--- src/rtl/rv_fetch_queue.sv ---
// rv_fetch_queue: instruction fetch unit with a small in-order queue.
// Issues one word read at a time on the ibus, queues {rdata, pc} for the
// consumer, and supports redirect (flush + restart) and halt.
// Optional feature macro: RV_FETCH_MISALIGN_FAULT_EN -- a misaligned
// redirect enqueues a single fault entry and parks the fetcher in STOP.

package rv_fetch_pkg;
  typedef enum logic [1:0] {READ = 2'b00, WRITE = 2'b01} ttype_e;
  typedef enum logic [1:0] {BYTE = 2'b00, HALF = 2'b01, WORD = 2'b10} tsize_e;
endpackage

module rv_fetch_queue
  import rv_fetch_pkg::*;
#(
  parameter logic [31:0] INITIAL_PC = 32'h0000_0000,
  parameter int unsigned DEPTH      = 4
)(
  input  logic        clk,
  input  logic        rst_n,
  output logic        ibus_bstart,
  output logic        ibus_breq,
  output ttype_e      ibus_ttype,
  output tsize_e      ibus_tsize,
  output logic [31:0] ibus_addr,
  input  logic        ibus_bdone,
  input  logic [31:0] ibus_rdata,
  output logic        inst_valid,
  output logic [31:0] inst,
  output logic [31:0] inst_pc,
  output logic        inst_fault,
  input  logic        inst_ready,
  input  logic        redirect,
  input  logic [31:0] redirect_pc,
  input  logic        halt_req,
  output logic        halted
);

  localparam int unsigned AW = $clog2(DEPTH);
  localparam int unsigned CW = AW + 1;

`ifdef RV_FETCH_MISALIGN_FAULT_EN
  typedef enum logic [2:0] {RUN, WAIT, DROP, HALTED, STOP} state_e;
`else
  typedef enum logic [1:0] {RUN, WAIT, DROP, HALTED} state_e;
`endif

  state_e          r_state, w_state_nxt, w_resume;
  logic [31:0]     r_fetch_pc, w_pc_nxt;
  logic [31:0]     r_req_addr;      // address of the outstanding transfer
  logic [31:0]     w_redir_pc;
  logic [AW-1:0]   r_wptr, r_rptr, w_waddr;
  logic [CW-1:0]   r_count;
  logic            w_bstart, w_push, w_pop;
  logic [31:0]     w_push_inst, w_push_pc;
  logic [31:0]     r_mem_inst [DEPTH];
  logic [31:0]     r_mem_pc   [DEPTH];

`ifdef RV_FETCH_MISALIGN_FAULT_EN
  logic            r_mem_fault [DEPTH];
  logic            r_fault_pend;    // STOP owed once the bus / halt clears
  logic            w_pend, w_pend_nxt, w_misalign, w_push_fault;

  assign w_misalign = redirect & (redirect_pc[1:0] != 2'b00);
  assign w_redir_pc = redirect_pc;
  assign w_pend     = redirect ? w_misalign : r_fault_pend;
  assign w_resume   = w_pend ? STOP : RUN;
`else
  assign w_redir_pc = redirect_pc & 32'hFFFF_FFFC;
  assign w_resume   = RUN;
`endif

  assign inst_valid = (r_count != '0);
  assign w_pop      = inst_valid & inst_ready & ~redirect;
  // A flush restarts the ring at slot 0, so a same-edge fault push lands there.
  assign w_waddr    = redirect ? '0 : r_wptr;

  // Next-state, fetch address and push selection.
  always_comb begin
    w_state_nxt = r_state;
    w_pc_nxt    = redirect ? w_redir_pc : r_fetch_pc;
    w_bstart    = 1'b0;
    w_push      = 1'b0;
    w_push_inst = ibus_rdata;
    w_push_pc   = r_req_addr;
`ifdef RV_FETCH_MISALIGN_FAULT_EN
    w_push_fault = 1'b0;
`endif
    case (r_state)
      RUN: begin
        if (redirect)                     w_state_nxt = halt_req ? HALTED : w_resume;
        else if (halt_req)                w_state_nxt = HALTED;
        else if (r_count < CW'(DEPTH)) begin
          w_bstart    = 1'b1;
          w_state_nxt = WAIT;
        end
      end
      WAIT: begin
        w_bstart = 1'b1;
        if (ibus_bdone) begin
          // Response arriving with a redirect is stale: drop it.
          if (!redirect) begin
            w_push   = 1'b1;
            w_pc_nxt = r_req_addr + 32'd4;
          end
          w_state_nxt = halt_req ? HALTED : w_resume;
        end else if (redirect) begin
          w_state_nxt = DROP;
        end
      end
      DROP: begin
        w_bstart = 1'b1;
        if (ibus_bdone) w_state_nxt = halt_req ? HALTED : w_resume;
      end
      HALTED: begin
        if (!halt_req) w_state_nxt = w_resume;
      end
`ifdef RV_FETCH_MISALIGN_FAULT_EN
      STOP: begin
        if (redirect && !w_misalign) w_state_nxt = halt_req ? HALTED : RUN;
      end
`endif
      default: w_state_nxt = RUN;
    endcase
`ifdef RV_FETCH_MISALIGN_FAULT_EN
    // Misaligned target replaces fetching with a single fault entry.
    if (w_misalign) begin
      w_push       = 1'b1;
      w_push_inst  = 32'h0;
      w_push_pc    = redirect_pc;
      w_push_fault = 1'b1;
    end
`endif
  end

`ifdef RV_FETCH_MISALIGN_FAULT_EN
  assign w_pend_nxt = ((w_state_nxt == HALTED) || (w_state_nxt == DROP)) ? w_pend : 1'b0;
`endif

  // FSM state, fetch PC and latched request address.
  always_ff @(posedge clk or negedge rst_n) begin
    if (!rst_n) begin
      r_state    <= RUN;
      r_fetch_pc <= INITIAL_PC;
      r_req_addr <= INITIAL_PC;
`ifdef RV_FETCH_MISALIGN_FAULT_EN
      r_fault_pend <= 1'b0;
`endif
    end else begin
      r_state    <= w_state_nxt;
      r_fetch_pc <= w_pc_nxt;
      if (r_state == RUN && w_bstart) r_req_addr <= r_fetch_pc;
`ifdef RV_FETCH_MISALIGN_FAULT_EN
      r_fault_pend <= w_pend_nxt;
`endif
    end
  end

  // Queue pointers and occupancy; redirect flushes.
  always_ff @(posedge clk or negedge rst_n) begin
    if (!rst_n) begin
      r_wptr  <= '0;
      r_rptr  <= '0;
      r_count <= '0;
    end else if (redirect) begin
      r_rptr  <= '0;
      r_wptr  <= w_push ? AW'(1) : '0;
      r_count <= w_push ? CW'(1) : '0;
    end else begin
      if (w_push) r_wptr <= r_wptr + AW'(1);
      if (w_pop)  r_rptr <= r_rptr + AW'(1);
      r_count <= r_count + CW'(w_push) - CW'(w_pop);
    end
  end

  // Queue storage; contents are don't-care until written.
  always_ff @(posedge clk) begin
    if (w_push) begin
      r_mem_inst[w_waddr] <= w_push_inst;
      r_mem_pc[w_waddr]   <= w_push_pc;
`ifdef RV_FETCH_MISALIGN_FAULT_EN
      r_mem_fault[w_waddr] <= w_push_fault;
`endif
    end
  end

  assign inst    = r_mem_inst[r_rptr];
  assign inst_pc = r_mem_pc[r_rptr];
`ifdef RV_FETCH_MISALIGN_FAULT_EN
  assign inst_fault = inst_valid & r_mem_fault[r_rptr];
`else
  assign inst_fault = 1'b0;
`endif

  // bstart is combinational from RUN; gate so it is low while in reset.
  assign ibus_bstart = w_bstart & rst_n;
  assign ibus_breq   = ibus_bstart;
  assign ibus_ttype  = READ;
  assign ibus_tsize  = WORD;
  assign ibus_addr   = (r_state == RUN) ? r_fetch_pc : r_req_addr;
  assign halted      = (r_state == HALTED);

endmodule

--- config.mk ---
export PLATFORM = sky130hd
export DESIGN_NAME = rv_fetch_queue
export DESIGN_NICKNAME = d
export VERILOG_FILES = /design/src/rtl/rv_fetch_queue.sv
export SDC_FILE = /design/constraint.sdc
export NUM_CORES = 1
export LEC_CHECK = 0
export ABC_AREA = 0
export CORE_MARGIN = 2
export CORE_UTILIZATION = 50
export CTS_CLUSTER_DIAMETER = 120
export DETAILED_ROUTE_END_ITERATION = 16
export PLACE_DENSITY = 0.79
export SLEW_MARGIN = 15
export SYNTH_ARGS = -nofsm -noshare
export SYNTH_HDL_FRONTEND = slang
export SYNTH_SLANG_ARGS = --single-unit
--- constraint.sdc ---
create_clock -name clk -period 6.48 [get_ports clk]
set_input_delay 1.62 -clock clk [delete_from_list [all_inputs] [get_ports clk]]
set_output_delay 1.62 -clock clk [all_outputs]
set_load 0.005 [all_outputs]
==> qor.txt, run 1 <==
Status -> finished, final reports clean
GRT Max-Usage Layer -> met2
Psw -> 1.88 mW
Sequential fraction of the synthesis area -> 0.710
Worst-margin pin slew -> 1.05 ns
Setup repair after global routing missed its margin -> false
Layout Utilization -> 0.632
Combinational share of power -> 0.279
Antenna violations before repair -> 0
Number of optimization iterations in the first detailed-route pass -> 5
Die area -> 28100 µm²
Pins over their slew limit -> 0
Crit path capture -> ibus_breq
All-Layer GR Usage -> 0.198
Antenna Nets Post-Route -> 0
Placer congestion estimate -> 0.773
Area of the core -> 26200 µm²
Clock network power share -> 0.280
Worst hold slack -> 0.527 ns
Time the worst path needs with I/O delays and setup -> 4.72 ns
Max VDD drop -> 0.388 mV
Critical path type -> in2out
FF-to-FF End -> r_count[2]
Crit path largest cell delay -> 0.50 ns
Total CTS buffers -> 35
Post-CTS sizing -> 0
Vertical extent of the die -> 168 µm
Antenna diode instance count -> 0
Net total in the final layout -> 1007
Maximum clock skew at final layout -> 0.0146 ns
Clock tree root buffer cell -> clkbuf_16
IO Port Bufs -> 167
Worst flop-to-flop path startpoint -> r_state[1]
Synthesized instance count -> 753
Largest net degree at the start of global routing -> 74
Required time reported for the critical path endpoint -> 4.86 ns
Relative max-transition margin -> 0.303
Crit-path cells -> clkdlybuf4s50_1 > nor2_1 > a21oi_1 > nor2_1 > and2_1 > clkdlybuf4s50_1
Later-pin clock latency in the skew report -> 0.50 ns
Initial cell density of the core -> 0.512
Cell-internal power -> 4.93 mW
Leakage Power -> 5.65 nW
Number of top-level design ports -> 175
Average wire per cell in the routed design -> 21.4 µm
Cell with the largest stage delay on the worst path -> clkdlybuf4s50_1
Number of cells on the worst hold path -> 1
GRT Residual Overflow -> 0
Count of cell types in the netlist -> 42
Count of state elements after synthesis -> 329
Vias in the first global route -> 7653
Maxcap violations -> 0
Hold Path Class -> reg2reg
Post-Synthesis Mean Instance Area -> 17.8 µm²
Number of buffers inserted by post-CTS setup repair -> 0
Starting DRC count in detailed routing -> 609
Total power after layout -> 6.81 mW
Critical Path Start -> halt_req
Synth warnings -> 0
Layout cells sized above 1 -> 0.221
WP depth -> 6
Clock-pin slew on the worst setup and hold paths -> 0.06 ns
Crit end category -> output port
Number of H-tree levels -> 2
Kind of start point of the critical path -> input port
Combined area of all synthesized cells -> 13400 µm²
Most frequent standard cell in the layout excluding fill and tap cells -> edfxtp_1
Floorplan die width -> 168 µm
Largest fanout of any net on the critical path -> 7
CTS sink cnt -> 329
CTS tree -> done
Total negative setup slack -> 0 ns
Most frequent cells in the layout -> edfxtp_1 (256), clkdlybuf4s50_1 (165), dfrtp_1 (71)
Met3 global-route usage -> 0.0385
Hold Violations, Final -> 0
Arrival time of the worst setup path -> 3.10 ns
Cell count of the worst reg-to-reg path -> 14
Total of endpoints with negative setup slack in the final report -> 0
Power density over the cells -> 411 nW/µm²
Total detailed-routing wirelength -> 27600 µm
Worst reg-to-reg setup slack -> 3.22 ns
Highest achievable clock rate -> 212 MHz
Global-route track usage on met1 -> 0.270
Final worst path period share -> 0.729
First-pass GRT wire length -> 43000 µm
Via count -> 7358
Kind of cell adding the most delay to the critical path -> buffers and inverters
Count of standard-cell rows -> 59
Area growth from synthesis to layout -> 23.6%
Number of hold buffers added after CTS -> 0
Routing usage on met2 -> 0.334
DR DRC count -> 0
Clock Path Buffers -> 3
Worst path bufs/invs -> 2
DP Wirelength -> 16300 µm
Switching power share of the total -> 0.276
Sequential fraction of design power -> 0.440
Vias per std cell -> 5.71
==> how the worst min path moves through the flow <==
stage,start,slack [ns],endpoint
global route,r_fetch_pc[16],0.54,r_req_addr[16]
CTS,r_fetch_pc[17],0.53,r_req_addr[17]
floorplan,r_req_addr[4],0.47,r_mem_pc[0][4]
detailed placement,r_fetch_pc[22],0.51,r_req_addr[22]
finish,r_fetch_pc[16],0.53,r_req_addr[16]
global placement,r_fetch_pc[26],0.50,r_req_addr[26]
==> per-stage QoR <==
step	setup slack, ns	std cells	instance area (µm²)
3_5_place_dp	1.77	1227	15500
6_report	1.76	1288	16600
4_1_cts	1.76	1288	16600
2_1_floorplan	0.971	756	13400
5_1_grt	1.64	1288	16600
3_3_place_gp	1.78	1227	15500
==> cells by family after synthesis <==
| logic type | after synthesis | synth area share |
|---|---|---|
| compound gates | 66 | 0.0299 |
| buf+inv | 49 | 0.0163 |
| other cells | 2 | 0.000560 |
| mux | 129 | 0.162 |
| flops | 329 | 0.710 |
| fa+ha+maj | 8 | 0.00802 |
| xor+xnor | 33 | 0.0216 |
| simple gates | 137 | 0.0522 |
==> worst register-to-register path: stages, from the launching register on <==
cell and delay [ns]:
dfrtp_1 0.40, inv_1 0.09, ha_1 0.29, nand2_1 0.11
buf_4 0.31, nor2_1 0.08, buf_4 0.21, inv_1 0.47
ha_1 0.34, inv_1 0.05, ha_1 0.12, inv_1 0.05
fa_1 0.38, xnor2_1 0.17, nor2_1 0.05
==> final cells by class <==
type | instances | area [µm²]
fill | 1842 | 9640
tap | 335 | 419
timing repair buffer | 179 | 1770
clock inverter | 18 | 135
sequential | 329 | 9520
inverter | 6 | 22.5
multi-input combinational | 378 | 3720
clock buffer | 43 | 978
==> registers in the layout, indices dropped and copies added, names as in the netlist <==
name and cells:
r_req_addr 32, r_fetch_pc 32, r_mem_inst 128, r_count 3, r_state 2, r_mem_pc 128, r_wptr 2, r_rptr 2
==> power by group through the flow <==
stage / clock network (mW) / logic [mW] / registers [mW]
CTS: 1.95 / 1.94 / 3.00
finish: 1.91 / 1.90 / 3.00
global route: 2.03 / 2.04 / 3.06
floorplan: 0 / 1.12 / 2.86
global placement: 0 / 1.90 / 3.01
detailed placement: 0 / 1.92 / 3.04
==> Yosys cell counts <==
cell type,n,area (µm²)
a211oi_1,5,37.5
a21o_1,1,7.51
a21oi_1,19,95.1
a22oi_1,4,30.0
a31oi_1,4,25.0
and2_0,1,6.26
and2_1,2,12.5
and3_1,9,56.3
and4_1,3,26.3
buf_1,9,33.8
buf_2,10,50.1
buf_4,6,45.0
clkbuf_1,18,67.6
conb_1,2,7.51
dfrtp_1,73,1830
edfxtp_1,256,7690
fa_1,1,20.0
ha_1,7,87.6
inv_1,6,22.5
mux2_2,64,721
mux2i_1,1,10.0
mux4_2,64,1440
nand2_1,45,169
nand3_1,12,60.1
nand3_2,1,10.0
nand4_1,11,68.8
nand4_2,1,12.5
nor2_1,27,101
nor2b_1,7,43.8
nor3_1,4,20.0
nor3_2,3,30.0
nor3b_1,1,7.51
nor4_1,2,12.5
nor4_2,1,12.5
o21ai_0,24,120
o221ai_1,8,70.1
o221ai_2,1,15.0
or3_1,5,31.3
or4_1,1,7.51
or4_4,1,11.3
xnor2_1,10,87.6
xor2_1,23,201
==> layer usage <==
metal | part of all wire | up-vias
met5 | 0 | -
met4 | 0.019 | 0
met3 | 0.058 | 42
met2 | 0.49 | 239
met1 | 0.43 | 3777
li1 | - | 3300
Power figures use the tool's default switching activity.
==> run 2, diff against run 1 <==
==> constraint.sdc (replaced) <==
create_clock -name clk -period 3.9 [get_ports clk]
set_input_delay 0.975 -clock clk [delete_from_list [all_inputs] [get_ports clk]]
set_output_delay 0.975 -clock clk [all_outputs]
set_load 0.005 [all_outputs]
==> qor.txt, run 2 (synthesis results as in run 1) <==
Power density over the cells -> 683 nW/µm²
Worst flop-to-flop path startpoint -> r_state[1]
Area of the core -> 26200 µm²
Number of H-tree levels -> 2
Later-pin clock latency in the skew report -> 0.50 ns
DP Wirelength -> 17400 µm
Time the worst path needs with I/O delays and setup -> 3.63 ns
Largest fanout of any net on the critical path -> 16
Worst-margin pin slew -> 0.979 ns
Largest registers -> r_mem_inst (128), r_mem_pc (128)
Hold Violations, Final -> 0
Number of optimization iterations in the first detailed-route pass -> 5
Vias per std cell -> 5.76
Die area -> 28100 µm²
Final worst path period share -> 0.931
Antenna Nets Post-Route -> 0
Required time reported for the critical path endpoint -> 2.92 ns
IO Port Bufs -> 167
Max VDD drop -> 0.569 mV
Most frequent standard cell in the layout excluding fill and tap cells -> edfxtp_1
Antenna violations before repair -> 0
First-pass GRT wire length -> 44000 µm
Clock Path Buffers -> 3
Post-CTS sizing -> 0
Average wire per cell in the routed design -> 22.0 µm
Worst reg-to-reg setup slack -> 1.33 ns
Pins over their slew limit -> 0
Clock-pin slew on the worst setup and hold paths -> 0.06 ns
GRT Residual Overflow -> 0
Cell count of the worst reg-to-reg path -> 13
Status -> finished, final reports clean
Layout cells sized above 1 -> 0.223
Multi-input combinational cell area -> 3720 µm²
Largest net degree at the start of global routing -> 74
Total detailed-routing wirelength -> 28500 µm
FF-to-FF End -> r_count[2]
Number of buffers inserted by post-CTS setup repair -> 0
Most frequent cells in the layout -> edfxtp_1 (256), clkdlybuf4s50_1 (165), dfrtp_1 (71)
Total of endpoints with negative setup slack in the final report -> 0
# fillers -> 1846
Maximum clock skew at final layout -> 0.0170 ns
Clock tree root buffer cell -> clkbuf_16
Area growth from synthesis to layout -> 24.7%
Critical path type -> reg2out
All-Layer GR Usage -> 0.205
Top metal layer carrying routed signals -> met4
Maxcap violations -> 0
Vertical extent of the die -> 168 µm
Arrival time of the worst setup path -> 2.65 ns
Highest achievable clock rate -> 276 MHz
Routed wire length on met3 -> 1740 µm
Leakage Power -> 5.71 nW
DR DRC count -> 0
Worst hold slack -> 0.526 ns
Placer congestion estimate -> 0.789
Total negative setup slack -> 0 ns
Antenna diode instance count -> 0
Routed met2 length -> 14200 µm
Critical hold path startpoint -> r_fetch_pc[30]
Kind of start point of the critical path -> flop
Number of cells on the worst hold path -> 1
Starting DRC count in detailed routing -> 642
Crit end category -> output port
Number of top-level design ports -> 175
Met1 layer wirelength in the final routing -> 12100 µm
Floorplan die width -> 168 µm
CTS sink cnt -> 329
Register Area -> 9520 µm²
Hold Path Class -> reg2reg
Via count -> 7483
Vias in the first global route -> 7710
Relative max-transition margin -> 0.347
Total CTS buffers -> 35
Net total in the final layout -> 1018
CTS tree -> done
Worst min-delay path endpoint -> r_req_addr[30]
Setup repair after global routing missed its margin -> false
Initial cell density of the core -> 0.512
Number of hold buffers added after CTS -> 0
Count of standard-cell rows -> 59
run 2: cell count changes in the layout (fill, tap and decap cells not counted), sizes merged:
cell      delta
clkinvlp     +1
clkbuf       +4
buf         +11
clkinv       -4
run 2: layout make-up:
| class | instances | area share |
|---|---|---|
| clock buffers | 47 | 0.0594 |
| clock inverters | 15 | 0.00703 |
| inverters | 6 | 0.00135 |
| multi-input cells | 378 | 0.223 |
| flip-flops and latches | 329 | 0.569 |
| well taps | 335 | 0.0251 |
| repair buffers | 190 | 0.115 |
run 2: per-stage QoR:
step | power (mW) | util | instances | setup WS (ns) | cell area [µm²]
after floorplan | 6.62 | - | 756 | 0.0872 | 13400
after global placement | 8.25 | 0.596 | 1238 | 0.472 | 15600
after detailed placement | 8.32 | 0.596 | 1238 | 0.467 | 15600
after CTS | 11.5 | 0.638 | 1300 | 0.257 | 16700
after global routing | 11.9 | 0.638 | 1300 | 0.146 | 16700
final | 11.4 | 0.638 | 1300 | 0.271 | 16700
run 2: worst max-delay path by stage:
stage                           from               end  slack [ns]  cells after the start
after floorplan             redirect  r_mem_inst[1][0]        0.09                      5
after global placement      halt_req         ibus_breq        0.47                      6
after detailed placement    halt_req       ibus_bstart        0.47                      6
after CTS                 r_state[0]     ibus_addr[16]        0.26                      5
after global routing      r_state[1]     ibus_addr[16]        0.15                      5
final                     r_state[0]     ibus_addr[16]        0.27                      5
run 2: routing by layer:
| metal | vias up | GRT usage |
|---|---|---|
| li1 | 3330 | - |
| met1 | 3836 | 0.284 |
| met2 | 274 | 0.340 |
| met3 | 43 | 0.0369 |
| met4 | 0 | 0.0541 |
| met5 | - | 0 |
run 2: critical path, stage by stage (launching register included):
cell,delay [ns]
dfrtp_1,0.40
inv_1,0.11
ha_2,0.46
buf_4,0.30
mux2_2,0.36
clkdlybuf4s50_1,0.51
run 2: report_power, final:
group	total, mW	switching, mW	internal [mW]	leakage [nW]
registers	4.94	0.589	4.35	3.21
logic	3.30	1.31	1.99	1.95
clock network	3.18	1.27	1.91	0.542
total	11.4	3.17	8.25	5.71
==> run 3, diff against run 2 <==
--- a/config.mk
+++ b/config.mk
@@ -6,7 +6,6 @@
 export NUM_CORES = 1
 export LEC_CHECK = 0
 export ABC_AREA = 0
-export CORE_MARGIN = 2
 export CORE_UTILIZATION = 50
 export CTS_CLUSTER_DIAMETER = 120
 export DETAILED_ROUTE_END_ITERATION = 16
==> qor.txt, run 3 (synthesis results as in run 1) <==
Cell count of the worst reg-to-reg path -> 12
Kind of cell adding the most delay to the critical path -> buffers and inverters
Crit end category -> output port
Net total in the final layout -> 1018
GRT Residual Overflow -> 0
Initial cell density of the core -> 0.512
Clock Path Buffers -> 3
Hold Violations, Final -> 0
Max VDD drop -> 0.662 mV
CTS tree -> done
Largest net degree at the start of global routing -> 74
Number of buffers inserted by post-CTS setup repair -> 0
Status -> finished with violations
Total negative setup slack -> 0 ns
Area of the core -> 26200 µm²
Time the worst path needs with I/O delays and setup -> 3.64 ns
Count of standard-cell rows -> 59
Crit path largest cell delay -> 0.48 ns
Relative max-transition margin -> 0.351
Clock-pin slew on the worst setup and hold paths -> 0.06 ns
Required time reported for the critical path endpoint -> 2.92 ns
Cell with the largest stage delay on the worst path -> ha_2
FF-to-FF End -> r_count[2]
Die area -> 27500 µm²
Starting DRC count in detailed routing -> 692
Setup repair after global routing missed its margin -> false
Worst path bufs/invs -> 3
Highest achievable clock rate -> 275 MHz
Antenna diode instance count -> 0
Maximum clock skew at final layout -> 0.0110 ns
Worst reg-to-reg setup slack -> 1.30 ns
Number of H-tree levels -> 2
Average wire per cell in the routed design -> 21.7 µm
Leakage Power -> 5.76 nW
Critical hold path startpoint -> r_fetch_pc[30]
Worst flop-to-flop path startpoint -> r_state[1]
Most frequent cells in the layout -> edfxtp_1 (256), clkdlybuf4s50_1 (165), dfrtp_1 (71)
Number of top-level design ports -> 175
Total detailed-routing wirelength -> 28200 µm
Crit-path cells -> inv_1 > ha_2 > buf_4 > mux2_2 > clkdlybuf4s50_1
All-Layer GR Usage -> 0.209
Maxcap violations -> 0
Arrival time of the worst setup path -> 2.67 ns
Area growth from synthesis to layout -> 25.4%
# fillers -> 1809
WP depth -> 5
Number of cells on the worst hold path -> 1
Number of optimization iterations in the first detailed-route pass -> 13
Via count -> 7394
Worst-margin pin slew -> 0.974 ns
Power density over the cells -> 692 nW/µm²
IO Port Bufs -> 167
Vertical extent of the die -> 166 µm
Clock tree root buffer cell -> clkbuf_16
Hold Path Class -> reg2reg
Total of endpoints with negative setup slack in the final report -> 0
Kind of start point of the critical path -> flop
Final worst path period share -> 0.934
Placer congestion estimate -> 0.809
Number of hold buffers added after CTS -> 0
Vias in the first global route -> 7756
Violated checks -> design-rule violations
DP Area -> 15600 µm²
Antenna violations before repair -> 0
Floorplan die width -> 166 µm
Later-pin clock latency in the skew report -> 0.50 ns
Pins over their slew limit -> 0
DP Wirelength -> 17200 µm
First-pass GRT wire length -> 43900 µm
Vias per std cell -> 5.69
Worst min-delay path endpoint -> r_req_addr[30]
Most frequent standard cell in the layout excluding fill and tap cells -> edfxtp_1
DR DRC count -> 6
Critical path type -> reg2out
Largest registers -> r_mem_inst (128), r_mem_pc (128)
Post-CTS sizing -> 0
CTS sink cnt -> 329
Layout cells sized above 1 -> 0.229
Area of all placed cells without fillers -> 16800 µm²
Largest fanout of any net on the critical path -> 16
Antenna Nets Post-Route -> 0
Total power after layout -> 11.6 mW
Total CTS buffers -> 35
==> run 3: cell type report <==
class	instances	area [µm²]	area share
Clock buffer	43	968	0.0576
Clock inverter	19	228	0.0135
Inverter	6	22.5	0.00134
Multi-Input combinational cell	378	3720	0.221
Sequential cell	329	9520	0.566
Tap cell	335	419	0.0249
Timing Repair Buffer	190	1940	0.115
==> run 3: worst max-delay path by stage <==
stage | endpoint | slack, ns | start
floorplan | r_mem_inst[1][0] | 0.09 | redirect
global placement | ibus_breq | 0.48 | halt_req
detailed placement | ibus_bstart | 0.47 | halt_req
CTS | inst_pc[21] | 0.25 | r_rptr[0]
global route | ibus_bstart | 0.13 | r_state[0]
finish | ibus_addr[10] | 0.26 | r_state[0]
==> run 3: power breakdown <==
group	leakage, nW	switching [mW]	internal (mW)
Clock	0.591	1.31	2.10
Combinational	1.96	1.29	1.98
Sequential	3.21	0.608	4.35
==> run 3: worst register-to-register path: cells and delay by family, from the launching register on <==
family	cells	cell delay, ns
XOR/XNOR	1	0.18
adder cells (fa/ha/maj)	4	1.14
flip-flops	1	0.44
buffers and inverters	4	0.42
AND/OR/NAND/NOR	3	0.31
==> run 3: through the flow <==
stage          setup WS, ns  hold WS, ns  utilization  std cells
4_1_cts               0.246        0.525        0.642       1300
5_1_grt               0.131        0.546        0.642       1300
3_3_place_gp          0.480        0.500        0.596       1238
6_report              0.259        0.522        0.642       1300
3_5_place_dp          0.467        0.511        0.596       1238
2_1_floorplan        0.0872        0.471            -        756
==> run 3: per-layer routing <==
metal  vias up  track usage  share of wire
met5         -            0              0
met4         0       0.0532          0.017
met3        43       0.0327          0.043
met2       198        0.363           0.51
met1      3818        0.278           0.43
li1       3335            -              -
